==> src/rtl/isodata_job_scheduler.sv <==
// Round-robin job scheduler that time-shares one isodata clustering engine among NREQ
// requesters, with a RUN-cycle watchdog that aborts hung jobs.
module isodata_job_scheduler #(
  parameter int NREQ    = 4,
  parameter int ITER_W  = 4,
  parameter int TO_W    = 16,
  parameter int TIMEOUT = 60000,
  localparam int SEL_W  = (NREQ > 1) ? $clog2(NREQ) : 1
) (
  input  logic                   clk,
  input  logic                   rst,
  input  logic [NREQ-1:0]        req,
  input  logic [NREQ*ITER_W-1:0] req_max_iter,
  output logic [NREQ-1:0]        grant,
  output logic [NREQ-1:0]        job_done,
  output logic [NREQ-1:0]        job_timeout,
  output logic                   eng_start,
  output logic                   eng_abort,
  output logic [SEL_W-1:0]       eng_sel,
  output logic [ITER_W-1:0]      eng_max_iter,
  input  logic                   eng_done,
  output logic                   busy
);

  typedef enum logic [2:0] {IDLE, START, RUN, DONE, ABORT} state_t;

  state_t              state_reg, state_next;
  logic [SEL_W-1:0]    rr_reg, rr_next;
  logic [TO_W-1:0]     wd_reg, wd_next;
  logic [NREQ-1:0]     grant_reg, grant_next;
  logic [NREQ-1:0]     job_done_reg, job_done_next;
  logic [NREQ-1:0]     job_timeout_reg, job_timeout_next;
  logic                eng_start_reg, eng_start_next;
  logic                eng_abort_reg, eng_abort_next;
  logic [SEL_W-1:0]    sel_reg, sel_next;
  logic [ITER_W-1:0]   max_iter_reg, max_iter_next;
  logic                busy_reg, busy_next;

  // Round-robin search: first requester at or above rr_reg, wrapping past NREQ-1.
  logic                found;
  logic [SEL_W-1:0]    win;
  always_comb begin
    found = 1'b0;
    win   = '0;
    for (int k = 0; k < NREQ; k++) begin
      int idx;
      idx = int'(rr_reg) + k;
      if (idx >= NREQ) idx = idx - NREQ;
      if (!found && req[idx]) begin
        found = 1'b1;
        win   = SEL_W'(idx);
      end
    end
  end

  always_comb begin
    state_next       = state_reg;
    rr_next          = rr_reg;
    wd_next          = wd_reg;
    grant_next       = grant_reg;
    sel_next         = sel_reg;
    max_iter_next    = max_iter_reg;
    job_done_next    = '0;
    job_timeout_next = '0;
    eng_start_next   = 1'b0;
    eng_abort_next   = 1'b0;
    unique case (state_reg)
      IDLE: begin
        if (found) begin
          state_next     = START;
          grant_next     = NREQ'(1) << win;
          sel_next       = win;
          max_iter_next  = req_max_iter[int'(win)*ITER_W +: ITER_W];
          eng_start_next = 1'b1;
          wd_next        = '0;
        end
      end
      START: state_next = RUN;
      RUN: begin
        // Completion takes priority over a simultaneous watchdog expiry.
        if (eng_done) begin
          state_next    = DONE;
          job_done_next = grant_reg;
        end else if (wd_reg == TO_W'(TIMEOUT - 1)) begin
          state_next       = ABORT;
          eng_abort_next   = 1'b1;
          job_timeout_next = grant_reg;
        end else begin
          wd_next = wd_reg + TO_W'(1);
        end
      end
      DONE, ABORT: begin
        state_next = IDLE;
        grant_next = '0;
        rr_next    = (sel_reg == SEL_W'(NREQ - 1)) ? '0 : sel_reg + SEL_W'(1);
      end
      default: state_next = IDLE;
    endcase
    busy_next = (state_next != IDLE);
  end

  always_ff @(posedge clk or posedge rst) begin
    if (rst) begin
      state_reg       <= IDLE;
      rr_reg          <= '0;
      wd_reg          <= '0;
      grant_reg       <= '0;
      job_done_reg    <= '0;
      job_timeout_reg <= '0;
      eng_start_reg   <= 1'b0;
      eng_abort_reg   <= 1'b0;
      sel_reg         <= '0;
      max_iter_reg    <= '0;
      busy_reg        <= 1'b0;
    end else begin
      state_reg       <= state_next;
      rr_reg          <= rr_next;
      wd_reg          <= wd_next;
      grant_reg       <= grant_next;
      job_done_reg    <= job_done_next;
      job_timeout_reg <= job_timeout_next;
      eng_start_reg   <= eng_start_next;
      eng_abort_reg   <= eng_abort_next;
      sel_reg         <= sel_next;
      max_iter_reg    <= max_iter_next;
      busy_reg        <= busy_next;
    end
  end

  assign grant        = grant_reg;
  assign job_done     = job_done_reg;
  assign job_timeout  = job_timeout_reg;
  assign eng_start    = eng_start_reg;
  assign eng_abort    = eng_abort_reg;
  assign eng_sel      = sel_reg;
  assign eng_max_iter = max_iter_reg;
  assign busy         = busy_reg;

endmodule
==> config.mk <==
export PLATFORM = sky130hd
export DESIGN_NAME = isodata_job_scheduler
export DESIGN_NICKNAME = d
export VERILOG_FILES = /design/src/rtl/isodata_job_scheduler.sv
export SDC_FILE = /design/constraint.sdc
export NUM_CORES = 1
export LEC_CHECK = 0
export ABC_AREA = 1
export CORE_UTILIZATION = 57
export DETAILED_ROUTE_END_ITERATION = 7
export PLACE_DENSITY = 0.88
export SYNTH_ARGS = -nofsm -noshare
export SYNTH_HDL_FRONTEND = slang
export SYNTH_SLANG_ARGS = --single-unit
==> constraint.sdc <==
create_clock -name clk -period 3.6 [get_ports clk]
set_input_delay 0.36 -clock clk [delete_from_list [all_inputs] [get_ports clk]]
set_output_delay 0.36 -clock clk [all_outputs]
set_load 0.01 [all_outputs]
* Word level (Yosys, flattened, before mapping)
Index checks and enable logic that the tools add are counted.
** Cells by class
- Add/subtract/negate cells :: 9
- $lt $le $gt $ge :: 8
- Equal/unequal tests :: 9
- Shifts and indexed selects :: 2
- Multiplexer cells :: 45
- Reductions and logical operators :: 14
** Operators by type and width (count)
- 32-bit by 4-bit < comparator with 1-bit output, second input constant :: 4
- 32-bit two-way mux :: 4
- 16-bit two-way mux :: 3
- 16-bit one-hot mux with 2 select lines :: 1
- 4-bit two-way mux :: 6
- 1-bit two-way mux :: 17
- 16-bit by 1-bit adder with 16-bit output, second input constant :: 1
- 16-bit equality test, second input constant :: 1
- 16-bit by 5-bit variable part select with 4-bit output :: 1
- 3-bit by 3-bit subtractor with 4-bit output, second input constant :: 3
- 2-bit two-way mux :: 5
- 3-bit greater-or-equal comparator, second input constant :: 3
- 3-bit two-way mux :: 3
- 3-bit one-hot mux with 3 select lines :: 1
- 1-bit binary-select mux with 2-bit select :: 4
- 4-bit one-hot mux with 2 select lines :: 1
- 2-bit by 2-bit adder with 3-bit output, second input constant :: 2
- 3-bit by 2-bit equality test with 1-bit output, second input constant :: 2
- 2-bit inequality test, second input constant :: 3
- 2-bit AND reduction :: 2
- 4-bit AND reduction :: 1
- 2-bit nonzero test :: 2
- 1-bit by 2-bit left shift with 4-bit output, first input constant :: 1
- 2-bit by 3-bit subtractor with 4-bit output, second input constant :: 1
- 11 further kinds :: 15
** Word-level totals
- Bits in registers :: 42
- Bits of input ports :: 23
- Output and inout bits :: 21
- Logic and storage cells :: 98

* Logic depth before layout (Yosys ltp)
Gate-level depths: netlist of the first run.
- Depth in word-level cells :: 18
- Mapped depth :: 16
- Depth with buffers taken out :: 15

* Worst setup path before layout of the first run
Ideal clock, no wire load.
- Path kind :: register to register
- From :: reg rr_reg[0]
- To :: reg wd_reg[4]
- Setup time :: 122 ps
- Data arrival time :: 1611 ps
- Required time :: 3478 ps
- Setup slack :: 1866 ps
- Cell stages (with the launch flop) :: 15
- Buffers on the path :: 2
- Clock period less this slack :: 1734 ps
- Cell sequence :: dfrtp_1 > buf_6 > nand2_1 > nand2_1 > nand2_1 > nand2_2 > nor2_4 > nand3_4 > nand2_4 > nand2_4 > nand2_8 > inv_4 > buf_6 > nand4_1 > o21ai_2
** On the way
- Longest elaborated chain between the ends :: 17
- Elaborated cells on any way between the ends :: 39
- Classes of those cells :: add/sub (7); order compare (4); eq/ne (1); mux (20); reduce/logical (7)
** RTL lines
- start: declaration :: RTL line 28 : logic [SEL_W-1:0] rr_reg, rr_next;
- start signal: assignment :: RTL line 117 : rr_reg <= rr_next;
- parallel branches: the longest is 14 deep, another holds 3-bit by 3-bit subtractor with 4-bit output
- 1-bit two-way mux * :: RTL line 49 : if (!found && req[idx]) begin
- 2-bit inequality test (no line) *
- 4-bit AND reduction (no line) *
- end signal: assignment :: RTL line 118 : wd_reg <= wd_next;
- end: declaration :: RTL line 29 : logic [TO_W-1:0] wd_reg, wd_next;
Every way passes the cells marked *. The select of a mux whose other input is x is not followed.
A chain may end at the register's enable or synchronous reset.

* Worst setup path in the final report of the first run
- From :: reg rr_reg[0]
- To :: reg grant_reg[3] (netlist: grant[3])
** On the way
- Longest elaborated chain between the ends :: 18
- Elaborated cells on any way between the ends :: 46
- Classes of those cells :: add/sub (7); order compare (4); eq/ne (1); shift (1); mux (26); reduce/logical (7)
** RTL lines
- parallel branches: the longest is 18 deep, another holds 3-bit by 3-bit subtractor with 4-bit output
- end signal: assignment :: RTL line 119 : grant_reg <= grant_next;
- end: declaration :: RTL line 30 : logic [NREQ-1:0] grant_reg, grant_next;
Parallel ways; which one is timed is not known. The select of a mux whose other input is x is not followed.

==> flow_metrics.env, run 1 <==
export IMPL_status="finished, final reports clean"
export IMPL_cts_tree="yes"
export IMPL_p_sw_share_pct=49.7
export IMPL_critPathKind="reg2reg"
export IMPL_power_density_nw_per_um2=764
export IMPL_track_usage_pct=29.3
export IMPL_p_seq_share_pct=28.8
export IMPL_num_io_pins=44
export IMPL_pwr_share_comb_pct=57.3
export IMPL_switchingPower_mw=1.14
export IMPL_post_place_ws_ns=1.18
export IMPL_cts_hold_buffers=0
export IMPL_grt_max_degree=43
export IMPL_ir_worst_vdd_mv=0.614
export IMPL_cp_start_kind="register"
export IMPL_gp_congestion=0.958
export IMPL_crit_path_max_fanout=16
export IMPL_path_clk_slew_ns=0.08
export IMPL_drt_iter0_markers=226
export IMPL_final_common_cell="nand2_1"
export IMPL_cts_root_buf="clkbuf_8"
export IMPL_grt_overflow_total=0
export IMPL_cts_buffers=5
export IMPL_num_vias=2279
export IMPL_die_x_um=67.5
export IMPL_syn_area_um2=2440
export IMPL_grt_pass1_vias=2167
export IMPL_antenna_cells=0
export IMPL_cts_sinks=42
export IMPL_finalSetupTns_ns=0
export IMPL_routed_wl_um=5870
export IMPL_cts_resized=0
export IMPL_intPower_mw=1.15
export IMPL_end_kind="register"
export IMPL_hold_class="in2async"
export IMPL_finalHoldViolCount=0
export IMPL_drive_gt1_share_pct=9.92
export IMPL_netlist_instances=316
export IMPL_final_nets=387
export IMPL_required_ns=3.78
export IMPL_register_area_um2=1050
export IMPL_worst_slew_pin_slew_ns=0.520
export IMPL_ys_types=30
export IMPL_hpwl_um=4280
export IMPL_fillCellCount=324
export IMPL_synth_seq_cells=42
export IMPL_synth_avg_cell_area_um2=7.73
export IMPL_most_common_layout_cells="107 x nand2_1, 43 x clkdlybuf4s50_1, 42 x dfrtp_1"
export IMPL_placed_area_um2=2900
export IMPL_synth_flop_cell="dfrtp_1"
export IMPL_drv_cap=0
export IMPL_slew_headroom_pct=65.3
export IMPL_dieHeight_um=67.5
export IMPL_final_max_slew_viol_count=0
export IMPL_clk_latency_ns=0.30
export IMPL_rsz0062_at_grt="false"
export IMPL_post_cts_setup_buffer_count=0
export IMPL_syn_num_nets=341
export IMPL_io_buffers=43
export IMPL_arrival_ns=2.57
export IMPL_largest_reg_flops=16
export IMPL_p_clk_share_pct=13.9
export IMPL_coreArea_um2=4060
export IMPL_min_period_ns=2.39
export IMPL_drc=0
export IMPL_die_area_um2=4550
export IMPL_antenna_found_initial=0
export IMPL_multi_input_comb_area_um2=1200
export IMPL_final_util_pct=73.8
export IMPL_syn2layout_area_growth_pct=22.5
export IMPL_initial_utilization_pct=60.2
export IMPL_htreeDepth=2
export IMPL_drtPass1Iterations=5
export IMPL_asyncSetResetFlopFracSynth_pct=100
export IMPL_ant_nets=0
export IMPL_min_period_over_period_pct=66.3
export IMPL_grt_pass1_wl_um=9800
export IMPL_fin_area_um2=2990
export IMPL_setup_violations=0
export IMPL_fin_skew_ns=0.00679
export IMPL_cts_max_path_buffers=2
export IMPL_synth_edf_count=0
export IMPL_setup_slack_ns=1.21
export IMPL_ys_seq_area_share_pct=43.0
export IMPL_ys_warn_count=0
export IMPL_max_freq_mhz=419
export IMPL_p_leak_nw=1.40
export IMPL_vias_per_cell=5.52
export IMPL_drt_wirelength_per_cell_um=14.2
export IMPL_fp_row_count=23
[cell type report]
type                    count  share of cell area, %
clock buffers               6                   2.76
clock inverters             2                  0.418
inverters                  37                   4.72
multi-input cells         232                   40.3
flip-flops and latches     42                   35.1
well taps                  50                   2.09
repair buffers             44                   14.6
[power groups by stage]
stage | Clock [mW] | Combinational, mW | Sequential (mW)
3_5_place_dp | 0 | 1.29 | 0.665
5_1_grt | 0.341 | 1.46 | 0.670
4_1_cts | 0.321 | 1.30 | 0.657
6_report | 0.317 | 1.31 | 0.659
3_3_place_gp | 0 | 1.23 | 0.664
2_1_floorplan | 0 | 0.994 | 0.665
[stage by stage]
step / power (mW) / std cells / hold slack, ns
floorplan: 1.66 / 316 / 0.433
global placement: 1.90 / 405 / 0.480
detailed placement: 1.96 / 405 / 0.475
CTS: 2.28 / 413 / 0.500
global route: 2.47 / 413 / 0.538
finish: 2.29 / 413 / 0.477
[routing by layer]
metal / up-vias / part of all wire (%) / GRT usage, %
met1: 1045 / 45 / 39.9
met3: 12 / 6.7 / 6.76
met4: 0 / 1.4 / 10.9
met2: 90 / 47 / 45.0
li1: 1132 / - / -
met5: - / 0 / 0
[path summary, 6_finish.rpt]
| kind | slack [ns] | end | cells after the start | start |
|---|---|---|---|---|
| max | 1.21 | grant[3] | 11 | rr_reg[0] |
| min | 0.48 | wd_reg[15] | 3 | rst |
| max reg2reg | 1.21 | grant[3] | 11 | rr_reg[0] |
| min reg2reg | 0.50 | eng_max_iter[1] | 2 | eng_max_iter[1] |
| max in group asynchronous | 2.75 | wd_reg[8] | 3 | rst |
| min in group clk | 0.50 | eng_max_iter[1] | 2 | eng_max_iter[1] |
[critical path: stages (launching register included)]
cell and delay (ns):
dfrtp_1 0.60, inv_2 0.18, nand2_1 0.09, nand2_1 0.11
nand2_1 0.12, nand2_2 0.07, nor2_4 0.14, nand3_4 0.17
nand2_4 0.21, clkinv_1 0.29, nand3_1 0.19, o21ai_0 0.10
[Yosys cell counts (2+ instances only)]
library cell  instances  share of area, %
nand3_1              22               4.5
nand2_1             107                16
o21ai_2               7               2.5
o21ai_0               9               1.8
nor2_1               17               2.6
nor3_1               11               2.3
o31ai_1               8               2.5
inv_2                 3              0.46
nand3_2               3               1.2
nand4_1              18               4.6
nand2_2               6               1.5
nor4_1                4               1.0
xor2_1                6               2.2
a21oi_1               3              0.61
dfrtp_1              42                43
inv_1                32               4.9
ha_1                  2               1.0
nand2_4               2              0.92
buf_6                 3               1.4
[kinds of logic after synthesis]
| logic type | count (synthesis) | share of synthesized area [%] |
|---|---|---|
| simple gates | 196 | 38.4 |
| flops | 42 | 43.0 |
| xor+xnor | 7 | 2.51 |
| compound gates | 27 | 7.42 |
| fa+ha+maj | 2 | 1.02 |
| buf+inv | 42 | 7.68 |
(Power assumes the default switching activity.)
==> run 2: changes to the inputs <==
--- a/config.mk
+++ b/config.mk
@@ -6,9 +6,9 @@
 export NUM_CORES = 1
 export LEC_CHECK = 0
 export ABC_AREA = 1
-export CORE_UTILIZATION = 57
+export CORE_UTILIZATION = 53
 export DETAILED_ROUTE_END_ITERATION = 7
-export PLACE_DENSITY = 0.88
+export PLACE_DENSITY = 0.82
 export SYNTH_ARGS = -nofsm -noshare
 export SYNTH_HDL_FRONTEND = slang
 export SYNTH_SLANG_ARGS = --single-unit
==> constraint.sdc (replaced) <==
create_clock -name clk -period 2.42 [get_ports clk]
set_input_delay 0.242 -clock clk [delete_from_list [all_inputs] [get_ports clk]]
set_output_delay 0.242 -clock clk [all_outputs]
set_load 0.01 [all_outputs]
==> run 2 against run 1 <==
  * Flip-flop and latch count unchanged
  * First-iteration DRC count decreased by 0.44%
  * Clock-buffer cell count decreased by 1
  * Clock power increased by 32%
  * Die area increased by 7.3%
  * Combinational power increased by 45%
  * Clock skew decreased by 0.0024 ns
  * Via count increased by 0.13%
  * Worst setup slack got worse by 0.95 ns
  * Sequential power increased by 49%
  * Critical path depth increased by 4
  * Power increased by 44%
  * Critical endpoint is now wd_reg[2]
==> flow_metrics.env, run 2 (synthesized netlist as in run 1, its figures left out) <==
export IMPL_p_seq_share_pct=29.7
export IMPL_num_vias=2282
export IMPL_critPathTopFamily="simple AND/OR/NAND/NOR gates"
export IMPL_die_area_um2=4890
export IMPL_intPower_mw=1.70
export IMPL_antenna_cells=0
export IMPL_required_ns=2.60
export IMPL_finalSetupTns_ns=0
export IMPL_initial_utilization_pct=55.7
export IMPL_power_density_nw_per_um2=1100
export IMPL_antenna_found_initial=0
export IMPL_grt_max_degree=43
export IMPL_p_sw_share_pct=48.7
export IMPL_setup_violations=0
export IMPL_cp_common_cell="nand2_1"
export IMPL_cp_start_kind="register"
export IMPL_grt_pass1_vias=2058
export IMPL_vias_per_cell=5.49
export IMPL_hpwl_um=4070
export IMPL_drc=0
export IMPL_most_common_layout_cells="107 x nand2_1, 43 x clkdlybuf4s50_1, 42 x dfrtp_1"
export IMPL_cp_num_buf_inv=2
export IMPL_cts_buffers=5
export IMPL_cts_root_buf="clkbuf_8"
export IMPL_coreArea_um2=4380
export IMPL_ir_worst_vdd_mv=0.908
export IMPL_final_common_cell="nand2_1"
export IMPL_path_clk_slew_ns=0.08
export IMPL_cts_resized=0
export IMPL_final_util_pct=68.3
export IMPL_min_period_over_period_pct=89.3
export IMPL_cts_hold_buffers=0
export IMPL_status="finished, final reports clean"
export IMPL_fin_skew_ns=0.00441
export IMPL_hold_class="in2async"
export IMPL_gp_congestion=0.959
export IMPL_final_max_slew_viol_count=0
export IMPL_finalHoldViolCount=0
export IMPL_cts_tree="yes"
export IMPL_pwr_share_comb_pct=57.6
export IMPL_htreeDepth=2
export IMPL_largest_reg_flops=16
export IMPL_post_cts_setup_buffer_count=0
export IMPL_drive_gt1_share_pct=10.2
export IMPL_io_buffers=43
export IMPL_finalPower_mw=3.30
export IMPL_r2r_cells=15
export IMPL_cp_depth=15
export IMPL_cts_sinks=42
export IMPL_crit_slowest_cell="dfrtp_1"
export IMPL_p_clk_share_pct=12.6
export IMPL_max_freq_mhz=463
export IMPL_clk_latency_ns=0.28
export IMPL_slew_headroom_pct=66.5
export IMPL_drtPass1Iterations=5
export IMPL_switchingPower_mw=1.61
export IMPL_final_nets=389
export IMPL_drt_wirelength_per_cell_um=12.8
export IMPL_grt_overflow_total=0
export IMPL_grt_pass1_wl_um=9290
export IMPL_cts_max_path_buffers=2
export IMPL_drt_iter0_markers=225
export IMPL_critPathKind="reg2reg"
export IMPL_die_x_um=69.9
export IMPL_arrival_ns=2.34
export IMPL_track_usage_pct=23.4
export IMPL_rsz0062_at_grt="false"
export IMPL_p_leak_nw=1.41
export IMPL_routed_wl_um=5340
export IMPL_crit_path_max_fanout=19
export IMPL_path_cells="inv_2 -> nand2_1 -> nand2_1 -> nand2_2 -> nand2_2 -> nor2_4 -> nand3_4 -> nand2_4 -> nand2_4 -> nand2_8 -> inv_4 -> nand2_1 -> nand2_1 -> nand2_1 -> nor2_1"
export IMPL_syn2layout_area_growth_pct=22.5
export IMPL_drv_cap=0
export IMPL_ant_nets=0
export IMPL_dieHeight_um=69.9
export IMPL_num_io_pins=44
export IMPL_worst_slew_pin_slew_ns=0.502
export IMPL_end_kind="register"
export IMPL_crit_path_max_incr_delay_ns=0.50
export IMPL_fp_row_count=24
export IMPL_min_period_ns=2.16
-- run 2: cell count changes in the layout (fill, tap and decap cells not counted) --
| cell | before | now |
|---|---|---|
| clkinvlp_4 | 1 | 0 |
| buf_4 | 1 | 3 |
| clkbuf_8 | 6 | 5 |
| clkinv_2 | 1 | 2 |
-- run 2: stage by stage --
| step | cell area [um2] | hold WS [ns] | std cells | setup slack (ns) |
|---|---|---|---|---|
| CTS | 2990 | 0.428 | 416 | 0.276 |
| finish | 2990 | 0.402 | 416 | 0.260 |
| global route | 2990 | 0.472 | 416 | 0.0367 |
| floorplan | 2440 | 0.315 | 316 | 0.686 |
| detailed placement | 2920 | 0.475 | 409 | 0.195 |
| global placement | 2920 | 0.473 | 409 | 0.282 |
-- run 2: power by group through the flow --
stage / Clock, mW / Combinational, mW / Sequential, mW
global route: 0.460 / 2.16 / 1.00
finish: 0.418 / 1.90 / 0.982
detailed placement: 0 / 1.90 / 0.989
floorplan: 0 / 1.48 / 0.989
global placement: 0 / 1.86 / 0.985
CTS: 0.430 / 1.91 / 0.980
-- run 2: worst paths after layout --
kind,end,startpoint,slack [ns]
min in group clk,eng_max_iter[2],eng_max_iter[2],0.50
setup reg to reg,wd_reg[2],rr_reg[0],0.26
setup / recovery,wd_reg[2],rr_reg[0],0.26
hold / removal,grant[2],rst,0.40
hold reg to reg,eng_max_iter[2],eng_max_iter[2],0.50
max in group asynchronous,wd_reg[7],rst,1.68
-- run 2: area by class of cell --
cell class,instances,area (um2)
clock buffer,5,68.8
clock inverter,2,10.0
fill,381,1390
inverter,37,141
multi-input combinational,232,1200
sequential,42,1050
tap,52,65.1
timing repair buffer,46,453
-- run 2: worst min-delay path, delay by kind of cell --
family	cells	cell delay (ns)
buffers and inverters	3	0.89
-- run 2: per-layer routing --
metal / share of wire [%] / global-route usage (%) / vias up
met3: 6.3 / 3.46 / 10
met4: 1.5 / 6.44 / 0
met1: 48 / 34.7 / 1037
met2: 44 / 35.9 / 102
met5: 0 / 0 / -
li1: - / - / 1133
==> run 3: changes to the inputs <==
--- a/config.mk
+++ b/config.mk
@@ -9,6 +9,7 @@
 export CORE_UTILIZATION = 53
 export DETAILED_ROUTE_END_ITERATION = 7
 export PLACE_DENSITY = 0.82
+export SKIP_LAST_GASP = 1
 export SYNTH_ARGS = -nofsm -noshare
 export SYNTH_HDL_FRONTEND = slang
 export SYNTH_SLANG_ARGS = --single-unit
==> results of run 3 <==
Final layout, timing and power as in run 2 (identical DEF).
